--- config.mk ---
export PLATFORM = sky130hd
export DESIGN_NAME = irq_ctrl
export DESIGN_NICKNAME = d
export VERILOG_FILES = /design/src/rtl/irq_ctrl_pkg.sv /design/src/rtl/irq_prio_enc.sv /design/src/rtl/irq_ctrl.sv
export SDC_FILE = /design/constraint.sdc
export NUM_CORES = 1
export LEC_CHECK = 0
export ABC_AREA = 1
export BUFFER_PORTS_ARGS = -buffer_cell sky130_fd_sc_hd__buf_4
export CAP_MARGIN = 20
export CORE_MARGIN = 2
export CORE_UTILIZATION = 47
export CTS_CLUSTER_DIAMETER = 60
export CTS_CLUSTER_SIZE = 25
export DETAILED_ROUTE_END_ITERATION = 10
export PLACE_DENSITY_LB_ADDON = 0.08
export RECOVER_POWER = 50
export SLEW_MARGIN = 20
export SYNTH_ARGS = -nofsm -noshare
export SYNTH_HDL_FRONTEND = slang
export SYNTH_HIERARCHICAL = 1
export SYNTH_SLANG_ARGS = --single-unit
export TNS_END_PERCENT = 1
--- constraint.sdc ---
create_clock -name clk -period 2.3 [get_ports clk]
set_clock_uncertainty 0.15 [all_clocks]
set_input_delay 0.46 -clock clk [delete_from_list [all_inputs] [get_ports clk]]
set_output_delay 0.46 -clock clk [all_outputs]
set_load 0.01 [all_outputs]
--- src/rtl/irq_ctrl_pkg.sv ---
// Shared constants for the interrupt controller: register offsets, FSM encoding, CLAIM layout.
// Configuration defaults for source count and per-source trigger mode.
package irq_ctrl_pkg;

   localparam int              N_SRC_DEF     = 6;
   localparam logic [5:0]      EDGE_MASK_DEF = 6'b000100;

   localparam logic [1:0]      OFF_MASK  = 2'd0;
   localparam logic [1:0]      OFF_PEND  = 2'd1;
   localparam logic [1:0]      OFF_CLAIM = 2'd2;
   localparam logic [1:0]      OFF_EOI   = 2'd3;

   localparam int              CLAIM_VLD_BIT = 31;
   localparam int              ID_W          = 3;

   typedef enum logic [1:0] {
      IDLE  = 2'd0,
      REQ   = 2'd1,
      INSVC = 2'd2
   } state_t;

endpackage

--- src/rtl/irq_prio_enc.sv ---
// Lowest-set-bit priority encoder, purely combinational (zero latency).
// Returns {vld, id, onehot}; no handshake, no backpressure.
module irq_prio_enc
   import irq_ctrl_pkg::*;
#(
   parameter int W = 6
) (
   input  logic [W-1:0]    req,
   output logic            vld,
   output logic [ID_W-1:0] id,
   output logic [W-1:0]    oh
);

   always_comb begin
      vld = 1'b0;
      id  = '0;
      oh  = '0;
      // Scan high to low so the lowest set bit is the last one written.
      for (int i = W - 1; i >= 0; i--) begin
         if (req[i]) begin
            vld = 1'b1;
            id  = ID_W'(i);
            oh  = W'(1) << i;
         end
      end
   end

endmodule

--- src/rtl/irq_ctrl.sv ---
// Fixed-priority interrupt controller; hw asserts two edges after irq_in rises, bus writes never stall.
// Define IRQ_CTRL_PREEMPT_EN for nested service (higher-priority claim while in service).
module irq_ctrl
   import irq_ctrl_pkg::*;
#(
   parameter int               N_SRC     = N_SRC_DEF,
   parameter logic [N_SRC-1:0] EDGE_MASK = EDGE_MASK_DEF
) (
   input  logic             clk,
   input  logic             reset,
   input  logic [N_SRC-1:0] irq_in,
   input  logic [1:0]       addr,
   input  logic             we,
   input  logic [31:0]      din,
   output logic [31:0]      dout,
   output logic [N_SRC-1:0] hw
);

   logic [N_SRC-1:0] mask_q, mask_d, pend_q, pend_d, isr_q, isr_d;
   logic [N_SRC-1:0] irq_q, hw_q, hw_d;
   state_t           state_q, state_d;

   logic             win_vld, isr_vld;
   logic [ID_W-1:0]  win_id, isr_id;
   logic [N_SRC-1:0] win_oh, isr_oh;

   logic             wr_mask, wr_pend, wr_claim, wr_eoi;
   logic [N_SRC-1:0] set_vec, claim_oh;
   logic             claim_ok, eoi_ok, elig_cur, elig_nxt;
   logic             unused_ok;

   irq_prio_enc #(.W(N_SRC)) u_win_enc (
      .req (pend_q & mask_q),
      .vld (win_vld),
      .id  (win_id),
      .oh  (win_oh)
   );

   irq_prio_enc #(.W(N_SRC)) u_isr_enc (
      .req (isr_q),
      .vld (isr_vld),
      .id  (isr_id),
      .oh  (isr_oh)
   );

   assign unused_ok = ^{din[31:N_SRC], isr_id};

   // Bits at or above the given one-hot position's priority (the bit and all lower indices).
   function automatic logic [N_SRC-1:0] upto(input logic [N_SRC-1:0] oh);
      return oh | (oh - N_SRC'(1));
   endfunction

   function automatic logic eligible(input logic vld, input logic [N_SRC-1:0] oh,
                                     input logic [N_SRC-1:0] isr);
`ifdef IRQ_CTRL_PREEMPT_EN
      return vld && ((isr & upto(oh)) == '0);
`else
      return vld && (isr == '0) && (oh != '0);
`endif
   endfunction

   always_comb begin
      wr_mask  = we && (addr == OFF_MASK);
      wr_pend  = we && (addr == OFF_PEND);
      wr_claim = we && (addr == OFF_CLAIM);
      wr_eoi   = we && (addr == OFF_EOI);

      set_vec  = irq_in & (~EDGE_MASK | ~irq_q);
      // Out-of-range ids shift out of the vector, so they never hit.
      claim_oh = N_SRC'(1) << din[ID_W-1:0];
`ifdef IRQ_CTRL_PREEMPT_EN
      claim_ok = wr_claim && ((claim_oh & pend_q & mask_q) != '0) &&
                 ((state_q == REQ) ||
                  ((state_q == INSVC) && ((isr_q & upto(claim_oh)) == '0)));
`else
      claim_ok = wr_claim && ((claim_oh & pend_q & mask_q) != '0) && (state_q == REQ);
`endif
      eoi_ok   = wr_eoi && isr_vld;

      mask_d = wr_mask ? din[N_SRC-1:0] : mask_q;
      pend_d = (pend_q & ~(wr_pend ? din[N_SRC-1:0] : '0)
                       & ~(claim_ok ? claim_oh : '0)) | set_vec;

      isr_d = isr_q;
      if (claim_ok) isr_d = isr_d | claim_oh;
      if (eoi_ok)   isr_d = isr_d & ~isr_oh;

      elig_cur = eligible(win_vld, win_oh, isr_q);
      elig_nxt = eligible(win_vld, win_oh, isr_d);

      state_d = state_q;
      case (state_q)
         IDLE:    if (elig_nxt) state_d = REQ;
         REQ: begin
            if (claim_ok)       state_d = INSVC;
            else if (!elig_nxt) state_d = IDLE;
         end
         INSVC:   if (eoi_ok && (isr_d == '0)) state_d = elig_nxt ? REQ : IDLE;
         default: state_d = IDLE;
      endcase

      hw_d = ((state_d != IDLE) && elig_nxt) ? win_oh : '0;
   end

   always_comb begin
      dout = '0;
      case (addr)
         OFF_MASK:  dout[N_SRC-1:0] = mask_q;
         OFF_PEND:  dout[N_SRC-1:0] = pend_q;
         OFF_CLAIM: begin
            dout[CLAIM_VLD_BIT] = elig_cur;
            dout[ID_W-1:0]      = elig_cur ? win_id : '0;
         end
         default:   dout = '0;
      endcase
   end

   always_ff @(posedge clk) begin
      if (reset) begin
         mask_q  <= '0;
         pend_q  <= '0;
         isr_q   <= '0;
         irq_q   <= '0;
         hw_q    <= '0;
         state_q <= IDLE;
      end else begin
         mask_q  <= mask_d;
         pend_q  <= pend_d;
         isr_q   <= isr_d;
         irq_q   <= irq_in;
         hw_q    <= hw_d;
         state_q <= state_d;
      end
   end

   assign hw = hw_q;

endmodule

# Word level (Yosys, flattened, before mapping)
# Cells that the tools add are included.
[totals]
inputBits = 43
regBits = 29
output_inout_bits = 38
word_cells = 91
[op_classes]
n_reduce_logical = 21
shifts = 1
n_bitwise = 14
mux = 44
n_eq_ne = 5
[ops]
columns = ["operator", "count"]
rows = [
  ["6-bit 2-to-1 mux", 16],
  ["6-bit AND", 7],
  ["3-bit 2-to-1 mux", 7],
  ["6-bit NOT", 3],
  ["1-bit 2-to-1 mux", 14],
  ["1-bit logical AND", 13],
  ["6-bit zero test", 2],
  ["6-bit OR", 2],
  ["6-bit nonzero test", 2],
  ["3-bit one-hot mux with 3 select lines", 1],
  ["2-bit 2-to-1 mux", 4],
  ["2-bit == test, second input constant", 3],
  ["2-bit one-hot mux with 3 select lines", 1],
  ["3-bit one-hot mux with 2 select lines", 1],
  ["1-bit by 3-bit << shifter with 6-bit output, first input constant", 1],
  ["2-bit by 1-bit == test with 1-bit output, second input constant", 2],
  ["2-bit zero test", 2],
  ["3-bit NOT", 1],
  ["2-bit nonzero test", 1],
  ["2-bit OR reduction", 1],
  ["1-bit NOT", 1],
]

# Longest topological paths before layout
[depth]
ltp_word = 19
mapped_depth = 16
mapped_depth_nobuf = 16

# By module
# Netlist, hierarchy kept.
[modules_own_cells]
columns = ["module", "area_each_um2", "instances", "seq_area_each_um2", "cells_each"]
rows = [
  ["irq_ctrl", 1619.1, 1, 540.5, 230],
  ["irq_prio_enc", 98.8, 2, 0.0, 23],
]

# Worst setup path before layout
# No wires, ideal clock.
[synth_timing]
path_type = "reg-to-output"
startpoint = "register pend_q[0]"
endpoint = "output port dout[2]"
path_stages_with_launch = 12
setup_slack_ns = -0.188
arrival_time_ns = 1.878
t_required_ns = 1.690
n_path_buf = 0
cell_sequence = "dfxtp_1 > nand2_1 > inv_1 > nor2_2 > nand2_1 > nor2_1 > nor4_1 > nand3_1 > nand2_1 > nor4_1 > nand2_1 > a22oi_1"
[synth_between]
elab_chain_len = 6
elab_cells_between_ends = 9
classes_between = "5 x mux; 1 x bitwise; 3 x reduce/logical"
[synth_rtl]
columns = ["item", "line", "text"]
rows = [
  ["start: declaration", "irq_ctrl.sv:19", "logic [N_SRC-1:0] mask_q, mask_d, pend_q, pend_d, isr_q, isr_d;"],
  ["start signal: assignment", "irq_ctrl.sv:128", "pend_q <= pend_d;"],
  ["6-bit AND", "irq_ctrl.sv:33", ".req (pend_q & mask_q),"],
  ["6-bit 2-to-1 mux", "irq_prio_enc.sv:20", "if (req[i]) begin"],
  ["named net win_oh[5]", "irq_ctrl.sv:25", "logic [N_SRC-1:0] win_oh, isr_oh;"],
  ["6-bit nonzero test", "irq_ctrl.sv:58", "return vld && (isr == '0) && (oh != '0);"],
  ["1-bit logical AND", "irq_ctrl.sv:58", ""],
  ["3-bit 2-to-1 mux", "irq_ctrl.sv:112", "dout[ID_W-1:0] = elig_cur ? win_id : '0;"],
  ["3-bit one-hot mux with 3 select lines", "irq_ctrl.sv:107", "case (addr)"],
  ["end: declaration", "irq_ctrl.sv:15", "output logic [31:0] dout,"],
]
# The timed path passes the listed nets, and every way through them passes these cells.

# Worst setup path after layout
[layout_timing]
startpoint = "register pend_q[3]"
endpoint = "output port dout[2]"
[layout_between]
elab_chain_len = 9
elab_cells_between_ends = 18
classes_between = "14 x mux; 1 x bitwise; 3 x reduce/logical"
[layout_rtl]
columns = ["item", "line"]
rows = [
  ["6-bit AND", "irq_ctrl.sv:33"],
  ["6-bit 2-to-1 mux (4 in a row)", "irq_prio_enc.sv:20"],
  ["named net win_oh[4]", "irq_ctrl.sv:25"],
  ["6-bit nonzero test", "irq_ctrl.sv:58"],
  ["1-bit logical AND", "irq_ctrl.sv:58"],
  ["3-bit 2-to-1 mux", "irq_ctrl.sv:112"],
  ["3-bit one-hot mux with 3 select lines", "irq_ctrl.sv:107"],
]
# The timed path passes the listed nets, and every way through them passes these cells.

==> impl_metrics.py <==
metrics = {
    "global_route": {
        "antenna_found_initial": 0,
        "overflow": 0,
        "grt_util_all_layers": 0.211,
        "largest_net_degree_at_the_start_of_global_routing": 17,
        "grt_pass1_wl_um": 7060,
        "vias_in_the_first_global_route": 1655,
    },
    "worst_setup_path": {
        "worstSetupPathType": "reg -> out",
        "setup.worst_path.end_class": "output port",
        "crit_arrival_ns": 1.97,
        "worstPathRequired_ns": 1.69,
        "startpoint_type": "flop",
        "path_max_fanout": 3,
    },
    "timing": {
        "transition_at_the_pin_with_the_smallest_max_transition_slack_ns": 0.769,
        "hold_violations": 0,
        "finalWorstSetupSlack_ns": -0.282,
        "slew_viol_final": 0,
        "worst_slew_margin_rel": 0.487,
        "fin_tns_setup_ns": -0.971,
        "timing.final.crit_period_ns": 2.58,
        "max_freq_mhz": 387,
        "final.hold.worst_slack_ns": 0.236,
        "period_share": 1.12,
        "timing.final.setup_violations": 4,
        "rsz_0062_raised_after_global_routing": "yes",
    },
    "cts": {
        "max-clock-path-buffers": 2,
        "cts_root_buffer": "sky130_fd_sc_hd__clkbuf_8",
        "cts_tree": "yes",
        "clock_latency_ns": 0.28,
        "ctsHoldBuffers": 0,
        "cts.sink_count": 27,
        "tritoncts.num_buffers": 3,
        "cts_htree_levels": 1,
        "clock_pin_slew_on_the_worst_setup_and_hold_paths_ns": 0.10,
    },
    "yosys": {
        "syn_warnings": 6,
        "mapped_cells": 270,
        "syn-cell-area_um2": 1790,
        "post_synth.cell_area_avg_um2": 6.65,
    },
    "die": {
        "io-pin-count": 81,
        "initial_utilization": 0.490,
        "die-width_um": 65.8,
        "die_height_um": 65.8,
        "floorplan.rows": 22,
        "floorplan.core_area_um2": 3660,
        "floorplan.die_area_um2": 4330,
    },
    "run_status": {
        "outcome": "finished with violations",
        "violations_in_the_final_reports": "negative setup slack",
    },
    "pwr": {
        "power_density_nw_per_um2": 422,
        "static-leakage-power_nw": 1.24,
        "sequentialPowerShare": 0.510,
        "comb_power_share": 0.190,
        "vdd_ir_drop_max_mv": 0.292,
        "switchingPower_mw": 0.279,
        "pwr-share-clk": 0.300,
        "report.power.total_mw": 0.965,
        "cell_internal_pwr_mw": 0.685,
        "power.share.switching": 0.290,
    },
    "route": {
        "via_total_after_detailed_routing": 1749,
        "detail_route.drc_violations": 0,
        "wl_per_cell_um": 10.9,
        "route.final.wire_length_um": 4160,
        "vias_per_std_cell": 4.59,
        "number_of_nets_with_antenna_violations_after_routing": 0,
        "first_pass_iters": 4,
        "dr.first_iter.drc_count": 68,
    },
    "layout": {
        "fillCellCount": 373,
        "synthToLayoutAreaGrowth_pct": 27.5,
        "fin_util": 0.625,
        "final_cell_mix": "sky130_fd_sc_hd__buf_4, sky130_fd_sc_hd__nand2_1, sky130_fd_sc_hd__inv_1",
        "fraction_of_layout_cells_with_a_size_suffix_above_1": 0.354,
        "antenna_cells": 0,
        "mostFrequentLayoutCell": "sky130_fd_sc_hd__buf_4",
        "net_count_final": 377,
    },
    "job": {
        "maxCapViolCount": 0,
    },
    "placed_design": {
        "detailedPlacementHpwl_um": 3270,
        "globalplace.congestion": 0.858,
        "io_buffer_count": 29,
    },
    "worst_hold_path": {
        "min-delay-path-class": "in -> reg",
    },
}
area by class of cell:
| cell class | count | area [um2] | share of cell area |
|---|---|---|---|
| multi-input cells | 185 | 977 | 0.427 |
| flip-flops and latches | 27 | 547 | 0.239 |
| repair buffers | 65 | 462 | 0.202 |
| inverters | 52 | 195 | 0.0853 |
| well taps | 48 | 60.1 | 0.0263 |
| clock buffers | 3 | 41.3 | 0.0181 |
| clock inverters | 1 | 5.00 | 0.00219 |
worst paths after layout:
| path | start | to | slack, ns | cells past startpoint |
|---|---|---|---|---|
| max reg2reg | mask_q[3] | hw[3] | 0.05 | 16 |
| min | irq_in[2] | irq_q[2] | 0.24 | 3 |
| min reg2reg | irq_q[2] | pend_q[2] | 0.29 | 1 |
| max | pend_q[3] | dout[2] | -0.28 | 12 |
per-layer routing:
| layer | global-route usage | part of all wire |
|---|---|---|
| met5 | 0 | 0 |
| met4 | 0.0651 | 0.016 |
| met3 | 0.0256 | 0.031 |
| met2 | 0.364 | 0.50 |
| met1 | 0.275 | 0.46 |
through the flow:
step | setup slack (ns) | instances | instance area, um2
after floorplan | 0.0244 | 294 | 1890
after global placement | -0.0970 | 376 | 2210
after detailed placement | -0.123 | 376 | 2210
after CTS | -0.291 | 381 | 2320
after global routing | -0.435 | 381 | 2290
final | -0.282 | 381 | 2290
worst max-delay path, stage by stage, from the launching register on:
cell and delay [ns]:
sky130_fd_sc_hd__dfxtp_2 0.34, sky130_fd_sc_hd__nand2_2 0.09, sky130_fd_sc_hd__inv_2 0.05, sky130_fd_sc_hd__nor2_2 0.14, sky130_fd_sc_hd__nand2_2 0.10, sky130_fd_sc_hd__nor2_4 0.13
sky130_fd_sc_hd__nor4_2 0.05, sky130_fd_sc_hd__nand3_1 0.10, sky130_fd_sc_hd__nand2_2 0.09, sky130_fd_sc_hd__nor4_4 0.18, sky130_fd_sc_hd__nand2_1 0.13, sky130_fd_sc_hd__a22oi_2 0.14
sky130_fd_sc_hd__buf_4 0.14
power by group through the flow:
stage / clock network, mW / registers [mW] / logic (mW)
final: 0.289 / 0.492 / 0.183
after detailed placement: 0 / 0.500 / 0.175
after global placement: 0 / 0.500 / 0.173
after CTS: 0.287 / 0.491 / 0.184
after floorplan: 0 / 0.500 / 0.124
after global routing: 0.308 / 0.494 / 0.204
flip-flops by register name, summed over array words and instances, names as in the netlist:
name,count
hw,6
irq_q,1
isr_q,6
mask_q,6
pend_q,6
state_q,2
what timing repair did:
action                     in CTS  in global routing
setup buffers                   1                  0
pin swaps                       6                  0
hold endpoints to repair        0                  0
gates resized for setup        22                  3
setup endpoints to repair       4                  4
No activity file was read; power rests on OpenSTA's default activity.
